<file path="src/rtl/fpu8_op_arbiter.sv">
// Round-robin arbiter sharing one 8-bit FPU between two requesters; special add/sub operands short-circuit to NaN.
// Latency: accept T -> FPU_START T+1, response one cycle after FPU_DONE; exceptions respond at T+2.
// Backpressure: one op in flight; both ready lines low until the response is taken. Optional FPU8_ARB_TIMEOUT_EN aborts a stuck WAIT.
module fpu8_op_arbiter #(
    parameter int TIMEOUT_CYCLES = 16,
    parameter bit FIRST_PRIO     = 1'b0
) (
    input  logic       clk,
    input  logic       rst,
    input  logic       req0_valid,
    input  logic [1:0] req0_op,
    input  logic [7:0] req0_a,
    input  logic [7:0] req0_b,
    output logic       req0_ready,
    input  logic       req1_valid,
    input  logic [1:0] req1_op,
    input  logic [7:0] req1_a,
    input  logic [7:0] req1_b,
    output logic       req1_ready,
    output logic       fpu_start,
    output logic [1:0] fpu_op,
    output logic [7:0] fpu_a,
    output logic [7:0] fpu_b,
    input  logic       fpu_done,
    input  logic [7:0] fpu_result,
    output logic       rsp_valid,
    input  logic       rsp_ready,
    output logic [7:0] rsp_data,
    output logic       rsp_exc,
    output logic       rsp_id
);
    localparam logic [1:0] ADDITION    = 2'b00;
    localparam logic [1:0] SUBTRACTION = 2'b01;
    // 1-4-3 minifloat encodings (bias 7)
    localparam logic [7:0] NAN       = 8'h7F;
    localparam logic [7:0] PLUS_INF  = 8'h78;
    localparam logic [7:0] MINUS_INF = 8'hF8;

    if (TIMEOUT_CYCLES < 1 || TIMEOUT_CYCLES > 255) begin : g_bad_timeout
        $error("fpu8_op_arbiter: TIMEOUT_CYCLES must be 1..255");
    end

    typedef enum logic [1:0] {IDLE, ISSUE, WAIT, RESP} state_t;

    state_t state;
    logic   last_grant;
    logic   exc_q;
    logic   grant0, grant1;
    logic   exc_in;
    logic [1:0] sel_op;
    logic [7:0] sel_a, sel_b;

`ifdef FPU8_ARB_TIMEOUT_EN
    localparam logic [7:0] TO_LAST = 8'(TIMEOUT_CYCLES - 1);
    logic [7:0] wait_cnt;
`endif

    function automatic logic is_special(input logic [7:0] v);
        return (v == NAN) || (v == PLUS_INF) || (v == MINUS_INF);
    endfunction

    assign grant0 = (state == IDLE) && req0_valid && (!req1_valid || last_grant);
    assign grant1 = (state == IDLE) && req1_valid && (!req0_valid || !last_grant);
    assign req0_ready = grant0;
    assign req1_ready = grant1;

    assign sel_op = grant1 ? req1_op : req0_op;
    assign sel_a  = grant1 ? req1_a  : req0_a;
    assign sel_b  = grant1 ? req1_b  : req0_b;
    // Screening happens on the accepted operands so FPU_START can be a register.
    assign exc_in = ((sel_op == ADDITION) || (sel_op == SUBTRACTION)) &&
                    (is_special(sel_a) || is_special(sel_b));

    always_ff @(posedge clk) begin
        if (rst) begin
            state      <= IDLE;
            last_grant <= !FIRST_PRIO;
            exc_q      <= 1'b0;
            fpu_start  <= 1'b0;
            fpu_op     <= 2'b00;
            fpu_a      <= 8'h00;
            fpu_b      <= 8'h00;
            rsp_valid  <= 1'b0;
            rsp_data   <= 8'h00;
            rsp_exc    <= 1'b0;
            rsp_id     <= 1'b0;
`ifdef FPU8_ARB_TIMEOUT_EN
            wait_cnt   <= 8'h00;
`endif
        end else begin
            fpu_start <= 1'b0;
            case (state)
                IDLE: begin
                    if (grant0 || grant1) begin
                        fpu_op     <= sel_op;
                        fpu_a      <= sel_a;
                        fpu_b      <= sel_b;
                        rsp_id     <= grant1;
                        last_grant <= grant1;
                        exc_q      <= exc_in;
                        fpu_start  <= !exc_in;
                        state      <= ISSUE;
                    end
                end
                ISSUE: begin
                    if (exc_q) begin
                        rsp_data  <= NAN;
                        rsp_exc   <= 1'b1;
                        rsp_valid <= 1'b1;
                        state     <= RESP;
                    end else begin
`ifdef FPU8_ARB_TIMEOUT_EN
                        wait_cnt  <= 8'h00;
`endif
                        state     <= WAIT;
                    end
                end
                WAIT: begin
                    if (fpu_done) begin
                        rsp_data  <= fpu_result;
                        rsp_exc   <= 1'b0;
                        rsp_valid <= 1'b1;
                        state     <= RESP;
                    end
`ifdef FPU8_ARB_TIMEOUT_EN
                    else if (wait_cnt == TO_LAST) begin
                        rsp_data  <= NAN;
                        rsp_exc   <= 1'b1;
                        rsp_valid <= 1'b1;
                        state     <= RESP;
                    end else begin
                        wait_cnt  <= wait_cnt + 8'd1;
                    end
`endif
                end
                RESP: begin
                    if (rsp_ready) begin
                        rsp_valid <= 1'b0;
                        state     <= IDLE;
                    end
                end
                default: state <= IDLE;
            endcase
        end
    end
endmodule

</file>
<file path="config.mk">
export PLATFORM = sky130hd
export DESIGN_NAME = fpu8_op_arbiter
export DESIGN_NICKNAME = d
export VERILOG_FILES = /design/src/rtl/fpu8_op_arbiter.sv
export SDC_FILE = /design/constraint.sdc
export NUM_CORES = 1
export LEC_CHECK = 0
export ABC_AREA = 1
export BUFFER_PORTS_ARGS = -buffer_cell sky130_fd_sc_hd__buf_4
export CAP_MARGIN = 40
export CORE_MARGIN = 3
export CORE_UTILIZATION = 52
export CTS_BUF_LIST = sky130_fd_sc_hd__clkbuf_8
export CTS_CLUSTER_SIZE = 28
export DETAILED_ROUTE_END_ITERATION = 6
export PLACE_DENSITY = 0.86
export SYNTH_ARGS = -nofsm -noshare
export SYNTH_HDL_FRONTEND = slang
export SYNTH_SLANG_ARGS = --single-unit
</file>
<file path="constraint.sdc">
create_clock -name clk -period 3.6 [get_ports clk]
set_input_delay 0.72 -clock clk [delete_from_list [all_inputs] [get_ports clk]]
set_output_delay 0.72 -clock clk [all_outputs]
set_load 0.005 [all_outputs]
</file>
==> results.sh <==
export IMPL_final_layout_size_suffix_gt1_share_pct=32.63
export IMPL_fin_tns_setup_ns=0
export IMPL_use_met1_pct=29.71
export IMPL_yosysMostFrequentCell="nand2_1"
export IMPL_synth_top_area_share_pct=38.20
export IMPL_async_flop_share_pct=0
export IMPL_ys_dominant_reg_cell="dfxtp_1"
export IMPL_cts_resized_gates=0
export IMPL_maxSlewViolCount=0
export IMPL_end_kind="output port"
export IMPL_gp_congestion=0.8042
export IMPL_clock_latency_ns=0.29
export IMPL_drc=0
export IMPL_ir_drop_uv=472.5
export IMPL_dp_cells=367
export IMPL_worstSetupPathType="reg2out"
export IMPL_rsz0062_at_grt="false"
export IMPL_die_width_um=64.54
export IMPL_synth_largest_area_cell="dfxtp_1"
export IMPL_routedWlPerCell_um=13.12
export IMPL_cts_buffers=5
export IMPL_dieArea_um2=4165
export IMPL_cp_required_ns=2.88
export IMPL_drv_cap=0
export IMPL_synth_edf_count=0
export IMPL_ys_seq_area_share_pct=38.20
export IMPL_core_area_um2=3153
export IMPL_grt_pass1_vias=1826
export IMPL_grt_pass1_wl_um=7983
export IMPL_drtIter0Drc=122
export IMPL_worst_hold_path_type="reg2reg"
export IMPL_ioPinCount=82
export IMPL_hold_start="rsp_data[1]"
export IMPL_clkTransAtPathRegs_ns=0.08
export IMPL_syn_area_um2=1782
export IMPL_viasPerCell=5.101
export IMPL_crit_path_start_kind="register"
export IMPL_crit_chain="inv_1 > ha_1 > nand2_2 > a21oi_2 > buf_4"
export IMPL_fin_crit_sh_pct=64.26
export IMPL_yosysUniqueCellTypes=25
export IMPL_cp_slowest_stage_delay_ns=0.36
export IMPL_drt_total_wl_um=4920
export IMPL_postRouteAntennaNets=0
export IMPL_vias=1913
export IMPL_htreeDepth=2
export IMPL_busiest_layer="met2"
export IMPL_r2r_start="state[0]"
export IMPL_cp_slowest_cell="dfxtp_1"
export IMPL_fin_nets=385
export IMPL_synth_warnings=0
export IMPL_initial_core_util_pct=56.51
export IMPL_avgSynthCellArea_um2=7.070
export IMPL_startpoint="state[0]"
export IMPL_synth_fp_nets=307
export IMPL_layoutNonFillerInstCount=375
export IMPL_cts_max_path_buffers=2
export IMPL_rows=20
export IMPL_p_per_area_nw_per_um2=715.7
export IMPL_antenna_cells=0
export IMPL_synth_area_top_cells="dfxtp_1, nand2_1, inv_1"
export IMPL_die_y_um=64.54
export IMPL_cellLeakagePower_nw=1.370
export IMPL_grtUsageMet3_pct=6.066
export IMPL_ys_ff_latch=34
export IMPL_worstMarginPinSlew_ns=0.6084
export IMPL_clock_skew_ns=0.009913
export IMPL_cp_max_fo=7
export IMPL_cts_setup_buffers=0
export IMPL_setup_viol=0
export IMPL_overflow=0
export IMPL_grt_usage_pct=24.48
export IMPL_synth_cells=252
export IMPL_grt_max_degree=30
export IMPL_antenna_found_initial=0
export IMPL_use_met2_pct=42.01
export IMPL_slew_headroom_pct=59.40
export IMPL_tritoncts="built"
export IMPL_clock_fmax_mhz=432.2
export IMPL_port_buffers=81
export IMPL_fin_crit_ns=2.314
export IMPL_clock_sinks=34
export IMPL_cts_hold_buf=0
export IMPL_areaGrowthSynthToFinish_pct=41.36
export IMPL_arrival_ns=1.59
export IMPL_status="finished, final reports clean"
export IMPL_synthTopCellsByCount="nand2_1, inv_1, dfxtp_1"
export IMPL_dp_hpwl_um=3580
export IMPL_drt_pass1_iter_count=4
export IMPL_root_buffer="clkbuf_8"
export IMPL_hold_violations=0
==> sequential cells by signal, summed over array words and instances (netlist names), 2 cells and up <==
signal	flops
fpu_a	8
fpu_b	8
rsp_data	8
fpu_op	2
state	2
==> placed cells by master (no fill, tap or decap), drive strengths merged, types with 2 or more instances in the layout <==
cell type and n:
a21oi 18, nand2 78, nand3 16, buf 82
o211ai 8, o21bai 10, nor2 5, o21ai 27
ha 5, bufinv 2, clkbuf 5, dfxtp 34
inv 37
==> stage by stage <==
| step | util [%] | total power (W) | hold WS (ns) | setup slack, ns | cell area (µm²) |
|---|---|---|---|---|---|
| final | 79.88 | 0.001803 | 0.4670 | 1.286 | 2519 |
| after global routing | 79.88 | 0.001943 | 0.4903 | 1.178 | 2519 |
| after CTS | 79.88 | 0.001805 | 0.4686 | 1.293 | 2519 |
| after detailed placement | 75.52 | 0.001364 | 0.4571 | 1.495 | 2381 |
| after global placement | 75.52 | 0.001339 | 0.4519 | 1.536 | 2381 |
| after floorplan | - | 0.001072 | 0.4495 | 1.865 | 1782 |
==> area by class of cell <==
cell class                 count  area, µm²
tap                           44      55.05
multi-input combinational    170      890.9
clock inverter                 3      68.82
fill                         250      634.4
timing repair buffer          82      615.6
inverter                      37      138.9
clock buffer                   5      68.82
sequential                    34      680.7
==> per-layer routing <==
metal / wire length [µm] / vias up
met4: 95 / 0
li1: - / 964
met5: 0 / -
met1: 2094 / 861
met3: 337 / 10
met2: 2392 / 78
==> final timing paths <==
check | end | slack [ns] | depth (start not counted)
min | rsp_data[1] | 0.47 | 2
min reg2reg | rsp_data[1] | 0.47 | 2
max reg2reg | fpu_start | 1.51 | 11
max | req1_ready | 1.29 | 5
==> power by group <==
group | switching, W | internal (W) | total (W)
combinational | 0.000452 | 0.000349 | 0.000801
sequential | 0.0000747 | 0.000503 | 0.000578
clock | 0.000146 | 0.000277 | 0.000424
==> cells by family after synthesis <==
kind of cell	synth area share, %
compound gates	21.49
fa+ha+maj	3.511
buf+inv	11.80
flops	38.20
simple gates	25.00
==> worst max-delay path, delay by kind of cell, from the launching register on <==
kind | cells | cell delay [ns]
DFF | 1 | 0.36
buffers and inverters | 2 | 0.30
AOI/OAI and AO/OA | 1 | 0.30
adders and majority gates | 1 | 0.24
and+or+nand+nor | 1 | 0.10
Power figures use the tool's default switching activity.
